`src/rtl/bcd_upcounter_6digit.sv`:
```
// bcd_upcounter_6digit: six-digit BCD up-counter with per-digit wrap limits,
// RUN/STOP control, combinational full-chain carry and sticky overflow.
// Optional build macro BCD_UPCNT_SATURATE_EN: a full-chain step holds every
// digit at its limit and forces STOP instead of wrapping to zero.
//
// state | meaning
// STOP  | digits hold regardless of tick
// RUN   | digits step on every cycle with tick high
module bcd_upcounter_6digit (
   input  logic       clk,
   input  logic       rst_n,
   input  logic       tick,
   input  logic       start_stop,
   input  logic       load,
   input  logic [3:0] init5,
   input  logic [3:0] init4,
   input  logic [3:0] init3,
   input  logic [3:0] init2,
   input  logic [3:0] init1,
   input  logic [3:0] init0,
   input  logic [3:0] limit5,
   input  logic [3:0] limit4,
   input  logic [3:0] limit3,
   input  logic [3:0] limit2,
   input  logic [3:0] limit1,
   input  logic [3:0] limit0,
   output logic [3:0] value5,
   output logic [3:0] value4,
   output logic [3:0] value3,
   output logic [3:0] value2,
   output logic [3:0] value1,
   output logic [3:0] value0,
   output logic       running,
   output logic       carry_out,
   output logic       overflow
);

   localparam logic STOP = 1'b0;
   localparam logic RUN  = 1'b1;

   logic [5:0][3:0] init_w;
   logic [5:0][3:0] lim_w;
   logic [5:0][3:0] lim_eff;
   logic [5:0][3:0] val_q, val_d;
   logic [5:0]      at_lim;
   logic [5:0]      step_en;
   logic            state_q, state_d;
   logic            ovf_q, ovf_d;
   logic            inc;
   logic            full_carry;
   logic            chain;

   assign init_w = {init5, init4, init3, init2, init1, init0};
   assign lim_w  = {limit5, limit4, limit3, limit2, limit1, limit0};

   assign {value5, value4, value3, value2, value1, value0} = val_q;
   assign running  = (state_q == RUN);
   assign overflow = ovf_q;

   // Clamp limits to 9; a digit loaded above its limit counts as "at limit"
   // so its next step wraps with carry.
   always_comb begin
      for (int i = 0; i < 6; i++) begin
         lim_eff[i] = (lim_w[i] > 4'd9) ? 4'd9 : lim_w[i];
         at_lim[i]  = (val_q[i] >= lim_eff[i]);
      end
   end

   assign inc        = running & tick;
   assign full_carry = inc & (&at_lim);
   assign carry_out  = full_carry;

   // Same-cycle ripple: a digit steps when every lower digit sits at its limit.
   always_comb begin
      chain = inc;
      step_en = '0;
      for (int i = 0; i < 6; i++) begin
         step_en[i] = chain;
         chain      = chain & at_lim[i];
      end
   end

   // Digit next-state; load has absolute priority.
   always_comb begin
      val_d = val_q;
      for (int i = 0; i < 6; i++) begin
         if (load) begin
            val_d[i] = init_w[i];
         end else if (step_en[i]) begin
`ifdef BCD_UPCNT_SATURATE_EN
            if (full_carry)
               val_d[i] = lim_eff[i];
            else if (at_lim[i])
               val_d[i] = 4'd0;
            else
               val_d[i] = val_q[i] + 4'd1;
`else
            if (at_lim[i])
               val_d[i] = 4'd0;
            else
               val_d[i] = val_q[i] + 4'd1;
`endif
         end
      end
   end

   // Control FSM and sticky overflow next-state.
   always_comb begin
      state_d = state_q;
      ovf_d   = ovf_q;
      if (load) begin
         state_d = STOP;
         ovf_d   = 1'b0;
      end else begin
         if (full_carry)
            ovf_d = 1'b1;
`ifdef BCD_UPCNT_SATURATE_EN
         if (full_carry)
            state_d = STOP;
         else if (start_stop)
            state_d = ~state_q;
`else
         if (start_stop)
            state_d = ~state_q;
`endif
      end
   end

   // State registers, cleared immediately by reset.
   always_ff @(posedge clk or negedge rst_n) begin
      if (!rst_n) begin
         val_q   <= '0;
         state_q <= STOP;
         ovf_q   <= 1'b0;
      end else begin
         val_q   <= val_d;
         state_q <= state_d;
         ovf_q   <= ovf_d;
      end
   end

endmodule

```
`config.mk`:
```
export PLATFORM = sky130hd
export DESIGN_NAME = bcd_upcounter_6digit
export DESIGN_NICKNAME = d
export VERILOG_FILES = /design/src/rtl/bcd_upcounter_6digit.sv
export SDC_FILE = /design/constraint.sdc
export NUM_CORES = 1
export LEC_CHECK = 0
export ABC_CLOCK_PERIOD_IN_PS = 2540
export BUFFER_PORTS_ARGS = -buffer_cell sky130_fd_sc_hd__clkbuf_2
export CAP_MARGIN = 40
export CELL_PAD_IN_SITES_DETAIL_PLACEMENT = 1
export CELL_PAD_IN_SITES_GLOBAL_PLACEMENT = 1
export CORE_MARGIN = 2
export CORE_UTILIZATION = 30
export CTS_CLUSTER_SIZE = 14
export DETAILED_ROUTE_END_ITERATION = 6
export PLACE_DENSITY_LB_ADDON = 0.1
export SYNTH_ARGS = -nofsm -noshare
export SYNTH_HDL_FRONTEND = slang
export SYNTH_SLANG_ARGS = --single-unit
```
`constraint.sdc`:
```
create_clock -name clk -period 2.54 [get_ports clk]
set_input_delay 0.127 -clock clk [delete_from_list [all_inputs] [get_ports clk]]
set_output_delay 0.127 -clock clk [all_outputs]
set_load 0.005 [all_outputs]
```
After elaboration in Yosys (flattened, before gate mapping)
Index checks and enable logic that the tools add are counted.
{ "word_totals": {"reg_bits": 26, "input_bits": 53, "out_inout_bits": 27, "wordCells": 71} }
{ "classes": {"addsub": 6, "n_lt_le_gt_ge": 12, "mux": 28, "bitwise_logic": 8, "n_reduce_logical": 9} }
{ "op_table": {"columns": ["cell", "n"], "rows": [
  ["$mux 4", 24],
  ["$add 4x1->4 const B", 6],
  ["$ge 4x4->1", 6],
  ["$gt 4x4->1 const B", 6],
  ["$reduce_bool 2->1", 8],
  ["$and 1x1->1", 7],
  ["$reduce_and 6->1", 1],
  ["$mux 1", 4],
  ["$not 1->1", 1]
]} }

Depth between registers and ports, before layout
Gate-level depths: netlist (run 1).
{ "logic_depth": {"depth_word": 10, "depth_mapped": 10, "ltp_nobuf": 9} }

Worst setup path before layout (run 1)
No wires, ideal clock.
{ "synth_path": {"path_kind": "register to register", "from": "register val_q (netlist bit value2[0])", "to": "register val_q (netlist bit value3[2])", "setup_ns": 0.126, "arrival_time_ns": 1.835, "required_time_ns": 2.414, "path_slack_ns": 0.579, "path_stages_with_launch": 10, "n_path_buf": 1, "synth_period_minus_slack_ns": 1.961, "cell_sequence": "dfrtp_1 inv_1 ha_1 nand2b_1 a21oi_1 o21ai_2 and3_1 buf_6 and4b_1 a221o_1"} }
{ "synth_via": {"elab_chain_cells": 3} }
{ "synth_rtl": {"columns": ["item", "line", "text"], "rows": [
  ["start, declared", "44", "logic [5:0][3:0] val_q, val_d;"],
  ["start signal, assigned", "136", "val_q <= val_d;"],
  ["$ge 4x4->1", "65", "at_lim[i] = (val_q[i] >= lim_eff[i]);"],
  ["$and 1x1->1", "79", "chain = chain & at_lim[i];"],
  ["$reduce_bool 2->1 (no source line)", null, null]
]} }
No other way between the ends.
A chain may end at the register's enable or synchronous reset.

Worst setup path in the final report (run 1)
{ "layout_path": {"from": "register val_q (netlist bit value0[2])", "to": "output carry_out"} }
{ "layout_via": {"elab_chain_cells": 3} }
{ "layout_rtl": {"columns": ["item", "line", "text"], "rows": [
  ["$ge 4x4->1", "65", null],
  ["$reduce_and 6->1", "70", "assign full_carry = inc & (&at_lim);"],
  ["$and 1x1->1", "70", null],
  ["end, declared", "34", "output logic carry_out,"]
]} }
No other way between the ends.

==> results.yml, run 1 <==
global_routing:
  antenna_found_initial: 0
  grt_max_degree: 31
  grt_pass1_wl_mm: 10.76
  grt_usage_pct: 15.54
  grt_pass1_vias: 2248
  overflow: 0
finish:
  final_area_um2: 2853
  fillCellCount: 921
  area_growth_syn_to_layout_pct: 27.52
  layout-drive-gt1-share_pct: 28.49
  insertedDiodeCount: 0
  fin_nets: 435
synth:
  syn_inst: 268
  yosys.area_share.simple_pct: 22.48
  synth_top_family_by_area: "compound AO/OA/AOI/OAI gates"
  synth_edf_count: 0
  synth_cell_types: 41
  synth_flop_cell: "dfrtp_1"
  synth_compound_area_share_pct: 23.66
  synthArstFlopShare_pct: 100.0
  yosys-top-cells-area: "dfrtp_1 29%, ha_1 17%, nand2_1 5.9%"
  yosysSeqAreaShare_pct: 29.08
  yosys_warnings: 0
  ys_seq_elements: 26
  synthAdderAreaFrac_pct: 16.78
  synth_top_area_share_pct: 29.08
  netlist_area_um2: 2237
  syn_area_per_cell_um2: 8.348
  yosysTopAreaCell: "dfrtp_1"
  synthesis.nets: 351
  synth_mux_area_share_pct: 2.237
  yosys.area_share.xor_xnor_pct: 0.3915
sta:
  rsz0062_at_grt: "false"
  clock_skew_ns: 0.006483
  tns_ns: 0
  finalCritPeriodShare_pct: 91.85
  hold_viol: 0
  fmax_ghz: 0.4286
  worst_slack_ns: 0.2070
  finalSetupViolations: 0
  layout_min_cycle_time_ns: 2.333
  worst_slew_pin_slew_ns: 0.7247
  report.final.slew_viol_count: 0
  relSlewSlack_pct: 51.68
critical_path:
  r2r_slack_ns: 0.29
  critPathMaxFanout: 7
  reg2reg_from: "value0[2]"
  crit_start: "value0[2]"
  reg2reg_depth: 7
  crit_end: "carry_out"
  r2r_end: "value3[2]"
  startpoint_type: "flop"
  arrival_ns: 2.21
  critical_path_class: "flop to primary output"
  cp.required_ns: 2.41
  cp-end-kind: "primary output"
detailed_routing:
  drc: 0
  wl_per_cell_um: 14.00
  firstDrtPassIters: 4
  wl_mm: 6.299
  vias: 2236
  dr.first_iter.drc_count: 41
  drtAntennaViolNets: 0
  viasPerCell: 4.969
placed_design:
  io_buffers: 79
  post-place-ws_ns: 0.2476
  hpwlAfterDp_mm: 5.056
  gp_congestion: 0.7662
  dpl_cell_area_um2: 2764
clocking:
  path_clk_slew_ns: 0.10
  cts.sinks: 26
  cts_made_buffers: 3
  clk_latency_ns: 0.27
  cts_tree: "done"
  h-tree-depth: 1
  clockBufferDepth: 2
  cts_root_buf: "clkbuf_8"
floorplan:
  die_h_um: 90.36
  die_w_um: 90.36
  rows: 31
  coreArea_um2: 7253
  initial_utilization_pct: 30.84
  io_pins: 80
  dieArea_um2: 8164
power_and_ir_drop:
  p_leak_nw: 1.426
  p_per_area_nw_per_um2: 466.7
  vdd_drop_max_mv: 0.2087
worst_hold_path:
  whs_path_depth: 3
  hold_path.class: "primary input to flop"
  hold_start: "init0[2]"
status:
  status: "completed"
flow_run:
  cap_violations: 0
kinds of logic after synthesis:
family	count (synthesis)
fa+ha+maj	30
compound gates	78
buf+inv	28
mux	5
flops	26
simple gates	100
xor+xnor	1
layer usage:
metal	GRT usage, %	vias up	routed length (um)
li1	-	1128	-
met1	21.56	1064	3092
met2	26.44	42	2980
met3	1.920	2	196
met4	2.308	0	29
met5	0	-	0
power breakdown:
group          total, W  internal (W)  switching (W)
clock          0.000283      0.000139       0.000144
combinational  0.000529      0.000240       0.000290
sequential     0.000519      0.000457      0.0000617
total           0.00133      0.000836       0.000496
worst max-delay path, cell delays in order, from the launching register on:
cell	delay, ns
dfrtp_1	0.46
ha_1	0.32
o21a_1	0.11
nor2_1	0.07
a211oi_4	0.39
nand4_4	0.24
nor3_2	0.20
clkbuf_2	0.15
registers in the layout, indices dropped and copies added (netlist names):
name and cells:
value0 4, value1 4, value2 4, value3 4
value4 4, value5 4, overflow 1, running 1
through the flow:
| step | utilization, % | total power (W) | hold slack [ns] | cells |
|---|---|---|---|---|
| floorplan | - | 0.0008375 | -0.1686 | 268 |
| global placement | 38.11 | 0.001036 | 0.2372 | 445 |
| detailed placement | 38.11 | 0.001050 | 0.2364 | 445 |
| CTS | 39.00 | 0.001340 | 0.05096 | 450 |
| global route | 39.33 | 0.001451 | 0.05377 | 450 |
| finish | 39.33 | 0.001331 | 0.05233 | 450 |
what timing repair did:
| item | in CTS | in global routing |
|---|---|---|
| hold endpoints to repair | 26 | 0 |
| hold buffers | 1 | 0 |
| buffers inserted | 0 | 0 |
| resized for setup | 0 | 3 |
| endpoints found under the setup margin | 0 | 1 |
cells in the final DEF (no fill, tap or decap), types with 5 or more instances in the layout:
cell type  Yosys  routed
a2bb2oi_1      6       6
nand2_1       35      35
clkbuf_2       0      79
inv_1         19      19
ha_1          30      30
nor2b_1        5       5
nor3_1         7       7
nor2_1        19      19
a21oi_1       15      15
mux2i_1        5       5
a31oi_1        5       5
dfrtp_1       26      26
nand2b_1       9       9
buf_4          2       7
nand3_1        5       5
o21ai_0       13      13
and3_1         5       5
o21ai_1       14      14
area by class of cell:
class                           instances  area, um^2  share of cell area (%)
Inverter                               20       75.07                   2.632
Tap cell                               99       123.9                   4.342
Multi-Input combinational cell        214        1490                   52.24
Timing Repair Buffer                   87       457.9                   16.05
Sequential cell                        26       650.6                   22.81
Clock buffer                            4       55.05                   1.930
cell usage after synthesis, types with 4 or more instances:
cell       instances
a21oi_1           15
a31oi_1            5
dfrtp_1           26
nor2_1            19
inv_1             19
o21ai_0           13
o21a_1             4
mux2i_1            5
o21ai_1           14
clkbuf_1           5
and3_1             5
nand2b_1           9
nor3_1             7
nor2b_1            5
nand4_1            4
nand3_1            5
a2bb2oi_1          6
nand2_1           35
ha_1              30
how the worst min path moves through the flow:
stage                end  slack [ns]
6_report       value0[2]        0.05
3_5_place_dp   value1[0]        0.24
5_1_grt        value1[1]        0.05
4_1_cts        value0[2]        0.05
2_1_floorplan   overflow       -0.17
3_3_place_gp   value1[0]        0.24
Note: power is estimated with default switching activity, not from simulation.
==> run 2, diff against run 1 <==
- BUFFER_PORTS_ARGS: -buffer_cell sky130_fd_sc_hd__clkbuf_2 -> -buffer_cell sky130_fd_sc_hd__buf_4
==> run 2 against run 1 <==
Die area did not move. Worst setup slack improved by 0.023 ns. Core utilization rose by 2.5 points. Critical path type unchanged. Critical endpoint unchanged. Largest cell class unchanged. Highest routed layer unchanged.
==> results.yml, run 2 (same netlist as run 1, synthesis figures left out) <==
status:
  status: "completed"
critical_path:
  startpoint_type: "flop"
  cp-end-kind: "primary output"
  slowest_stage: "dfrtp_1"
  crit_family: "compound AO/OA/AOI/OAI gates"
  cp.required_ns: 2.41
  critPathMaxFanout: 7
  path_cells: "inv_1 -> ha_1 -> o21ai_1 -> a211oi_4 -> nand4_4 -> nor3_2 -> buf_4"
  critical_path_class: "flop to primary output"
  arrival_ns: 2.18
  cp_slowest_stage_delay_ns: 0.43
  cp_num_buf_inv: 2
finish:
  layout-drive-gt1-share_pct: 28.29
  fin_nets: 434
  multiInputGateArea_um2: 1483
  final_common_cell: "buf_4"
  area_growth_syn_to_layout_pct: 35.68
  seq_area_um2: 650.6
  insertedDiodeCount: 0
  mostFrequentLayoutCells: "85 x buf_4, 35 x nand2_1, 30 x ha_1"
  fillCellCount: 927
floorplan:
  coreArea_um2: 7253
  io_pins: 80
  rows: 31
  die_h_um: 90.36
  dieArea_um2: 8164
  initial_utilization_pct: 30.84
  die_w_um: 90.36
detailed_routing:
  dr.first_iter.drc_count: 49
  drtAntennaViolNets: 0
  viasPerCell: 5.016
  wl_mm: 6.315
  drc: 0
  firstDrtPassIters: 4
  wl_per_cell_um: 14.06
  vias: 2252
global_routing:
  grt_pass1_wl_mm: 10.67
  antenna_found_initial: 0
  grt_pass1_vias: 2257
  grt_usage_pct: 15.45
  grt_max_degree: 48
  overflow: 0
sta:
  report.final.slew_viol_count: 0
  worst_slew_pin_slew_ns: 0.6053
  relSlewSlack_pct: 59.37
  hold_viol: 0
  worst_slack_ns: 0.2296
  rsz0062_at_grt: "false"
  finalCritPeriodShare_pct: 90.96
  tns_ns: 0
  hold_ws_ns: 0.05767
  clock_skew_ns: 0.003222
  fmax_ghz: 0.4328
  finalSetupViolations: 0
  layout_min_cycle_time_ns: 2.310
placed_design:
  post-place-ws_ns: 0.3498
  gp_congestion: 0.7608
  hpwlAfterDp_mm: 5.071
  io_buffers: 79
clocking:
  cts_root_buf: "clkbuf_8"
  cts_tree: "done"
  h-tree-depth: 1
  clockBufferDepth: 2
  path_clk_slew_ns: 0.10
  cts.sinks: 26
  clk_latency_ns: 0.27
  cts_made_buffers: 3
power_and_ir_drop:
  switching_share_pct: 35.73
  clockPowerShare_pct: 20.4
  pwr-share-comb_pct: 41.4
  p_per_area_nw_per_um2: 448.2
  internal-power_w: 0.0008745
  p_leak_nw: 1.472
  seq_power_share_pct: 38.2
  switchingPower_w: 0.0004861
  vdd_drop_max_mv: 0.1852
worst_hold_path:
  hold_path.class: "primary input to flop"
flow_run:
  cap_violations: 0
==> run 2: path summary, 6_finish.rpt <==
check	start	to	slack, ns	depth (start not counted)
max in group asynchronous	rst_n	value4[2]	1.97	2
hold / removal	init1[2]	value1[2]	0.06	3
min in group asynchronous	rst_n	value1[1]	0.30	2
setup reg to reg	value2[0]	value3[2]	0.36	8
hold reg to reg	overflow	overflow	0.55	1
setup / recovery	value0[0]	carry_out	0.23	7
==> run 2: worst reg2reg max path: stages (launching register included) <==
cell	delay [ns]
dfrtp_1	0.42
inv_1	0.08
ha_1	0.27
nand2b_1	0.09
a21oi_1	0.07
o21ai_2	0.35
and3_1	0.39
o21bai_1	0.09
a221o_1	0.30
==> run 2: area by class of cell <==
class | count | share of cell area [%]
sequential | 26 | 21.43
clock buffer | 4 | 1.814
multi-input combinational | 214 | 48.85
inverter | 20 | 2.473
tap | 99 | 4.081
timing repair buffer | 86 | 21.35
==> run 2: repair_timing <==
| action | in CTS | in global routing |
|---|---|---|
| buffers inserted | 0 | 0 |
| endpoints found under the setup margin | 0 | 1 |
| endpoints found under the hold margin | 26 | 0 |
| hold buffers | 1 | 0 |
| gates resized for setup | 0 | 2 |
==> run 2: power by group through the flow <==
| stage | Clock (W) | Sequential [W] | Combinational [W] |
|---|---|---|---|
| 2_1_floorplan | 0 | 0.000519 | 0.000319 |
| 3_3_place_gp | 0 | 0.000528 | 0.000549 |
| 3_5_place_dp | 0 | 0.000529 | 0.000563 |
| 4_1_cts | 0.000291 | 0.000521 | 0.000566 |
| 5_1_grt | 0.000307 | 0.000530 | 0.000643 |
| 6_report | 0.000278 | 0.000519 | 0.000564 |
==> run 2: per-layer routing <==
layer	wire [um]	vias up	part of all wire [%]	track usage [%]
met5	0	-	0	0
met1	3080	1074	49	21.33
met2	2956	44	47	25.75
met4	48	0	0.76	3.077
li1	-	1130	-	-
met3	229	4	3.6	2.337
==> run 2: per-stage QoR <==
| stage | util, % | area, um^2 | cells | total power [W] |
|---|---|---|---|---|
| finish | 41.85 | 3035 | 449 | 0.001361 |
| CTS | 41.63 | 3019 | 449 | 0.001378 |
| global route | 41.85 | 3035 | 449 | 0.001480 |
| floorplan | - | 2237 | 268 | 0.0008375 |
| global placement | 40.73 | 2954 | 444 | 0.001077 |
| detailed placement | 40.73 | 2954 | 444 | 0.001092 |
==> run 3, diff against run 2 <==
- CORE_ASPECT_RATIO: unset -> 1.1
- TNS_END_PERCENT: unset -> 10
==> run 3 against run 2 <==
Core utilization decreased by 1.1 points. Largest power group unchanged. Global-route usage is 0.13 points lower. Wire length down 0.70%. Register-to-register slack got worse by 0.03 ns. Critical path depth rose by 1. First-iteration DRC count is 27% higher.
==> results.yml, run 3 (same netlist as run 1, synthesis figures left out) <==
status:
  status: "completed"
worst_hold_path:
  hold_path.class: "primary input to flop"
power_and_ir_drop:
  total_power_w: 0.001355
  pwr-share-comb_pct: 40.4
  vdd_drop_max_mv: 0.2102
  p_per_area_nw_per_um2: 451.8
  seq_power_share_pct: 38.6
  switchingPower_w: 0.0004894
  internal-power_w: 0.0008652
  clockPowerShare_pct: 21.0
  switching_share_pct: 36.13
  p_leak_nw: 1.459
flow_run:
  cap_violations: 0
floorplan:
  rows: 33
  coreArea_um2: 7350
  io_pins: 80
  dieArea_um2: 8165
  die_h_um: 94.57
  die_w_um: 86.34
  initial_utilization_pct: 30.44
finish:
  area_growth_syn_to_layout_pct: 34.00
  multiInputGateArea_um2: 1483
  mostFrequentLayoutCells: "82 x buf_4, 35 x nand2_1, 30 x ha_1"
  insertedDiodeCount: 0
  utilization_pct: 40.79
  final_common_cell: "buf_4"
  fillCellCount: 897
  layout-drive-gt1-share_pct: 27.67
  seq_area_um2: 650.6
  fin_nets: 431
sta:
  worst_slew_pin_slew_ns: 0.5883
  finalCritPeriodShare_pct: 91.83
  rsz0062_at_grt: "false"
  report.final.slew_viol_count: 0
  fmax_ghz: 0.4287
  clock_skew_ns: 0.002086
  layout_min_cycle_time_ns: 2.333
  finalSetupViolations: 0
  tns_ns: 0
  hold_viol: 0
  relSlewSlack_pct: 60.51
global_routing:
  grt_max_degree: 48
  grt_usage_pct: 15.33
  overflow: 0
  antenna_found_initial: 0
  grt_pass1_vias: 2206
  grt_pass1_wl_mm: 10.15
detailed_routing:
  wl_per_cell_um: 14.45
  dr.first_iter.drc_count: 62
  viasPerCell: 5.145
  wl_mm: 6.271
  vias: 2233
  drtAntennaViolNets: 0
  drc: 0
  firstDrtPassIters: 4
critical_path:
  critical_path_class: "flop to primary output"
  cp.required_ns: 2.41
  cp-end-kind: "primary output"
  arrival_ns: 2.21
  startpoint_type: "flop"
  critPathMaxFanout: 12
clocking:
  h-tree-depth: 1
  cts_tree: "done"
  path_clk_slew_ns: 0.10
  cts.sinks: 26
  clk_latency_ns: 0.28
  clockBufferDepth: 2
  cts_root_buf: "clkbuf_8"
  post-cts-setup-buffers: 0
  cts_made_buffers: 3
placed_design:
  hpwlAfterDp_mm: 4.828
  io_buffers: 79
  gp_congestion: 0.7741
==> run 3: power by group through the flow <==
stage,registers (W),clock network (W),logic (W)
after detailed placement,0.000532,0,0.000540
after global routing,0.000532,0.000308,0.000623
final,0.000523,0.000285,0.000547
after CTS,0.000525,0.000302,0.000546
after global placement,0.000532,0,0.000531
after floorplan,0.000519,0,0.000319
==> run 3: metal layers <==
| metal | vias up | track usage [%] | share of wire [%] |
|---|---|---|---|
| li1 | 1121 | - | - |
| met1 | 1063 | 19.07 | 46 |
| met2 | 45 | 27.95 | 49 |
| met3 | 4 | 1.748 | 4.1 |
| met4 | 0 | 3.906 | 0.94 |
| met5 | - | 0 | 0 |
==> run 3: cell type report <==
class                      count  share of cell area (%)
inverter                      20                   2.504
multi-input combinational    214                   49.46
tap                           87                   3.631
clock buffer                   4                   1.836
timing repair buffer          83                   20.87
sequential                    26                   21.70
==> run 3: timing repair <==
action	CTS	global route
gates resized for setup	0	2
hold endpoints to repair	26	0
endpoints found under the setup margin	0	1
hold buffers	1	0
==> run 3: path summary, 6_finish.rpt <==
path	start	cells after the start	to	slack, ns
min in group asynchronous	rst_n	2	value5[0]	0.30
setup reg to reg	value0[0]	8	value3[2]	0.33
hold reg to reg	overflow	1	overflow	0.55
hold / removal	init1[2]	3	value1[2]	0.05
max in group asynchronous	rst_n	2	value1[0]	1.96
setup / recovery	value0[0]	8	carry_out	0.21
==> run 3: per-stage QoR <==
| step | cell area (um^2) | hold slack (ns) | setup WS [ns] | cells |
|---|---|---|---|---|
| global route | 2998 | 0.07196 | 0.06769 | 434 |
| global placement | 2917 | 0.08305 | 0.3666 | 429 |
| floorplan | 2237 | -0.1686 | 0.5792 | 268 |
| finish | 2998 | 0.04936 | 0.2074 | 434 |
| detailed placement | 2917 | 0.08278 | 0.3437 | 429 |
| CTS | 2982 | 0.03543 | 0.1028 | 434 |
==> run 3: critical path, stage by stage, from the launching register on <==
cell and delay (ns):
dfrtp_1 0.45, inv_1 0.10, ha_1 0.29, o21ai_1 0.10, a211oi_2 0.21, buf_4 0.22, nand4_4 0.18, nor3_2 0.22
buf_4 0.15
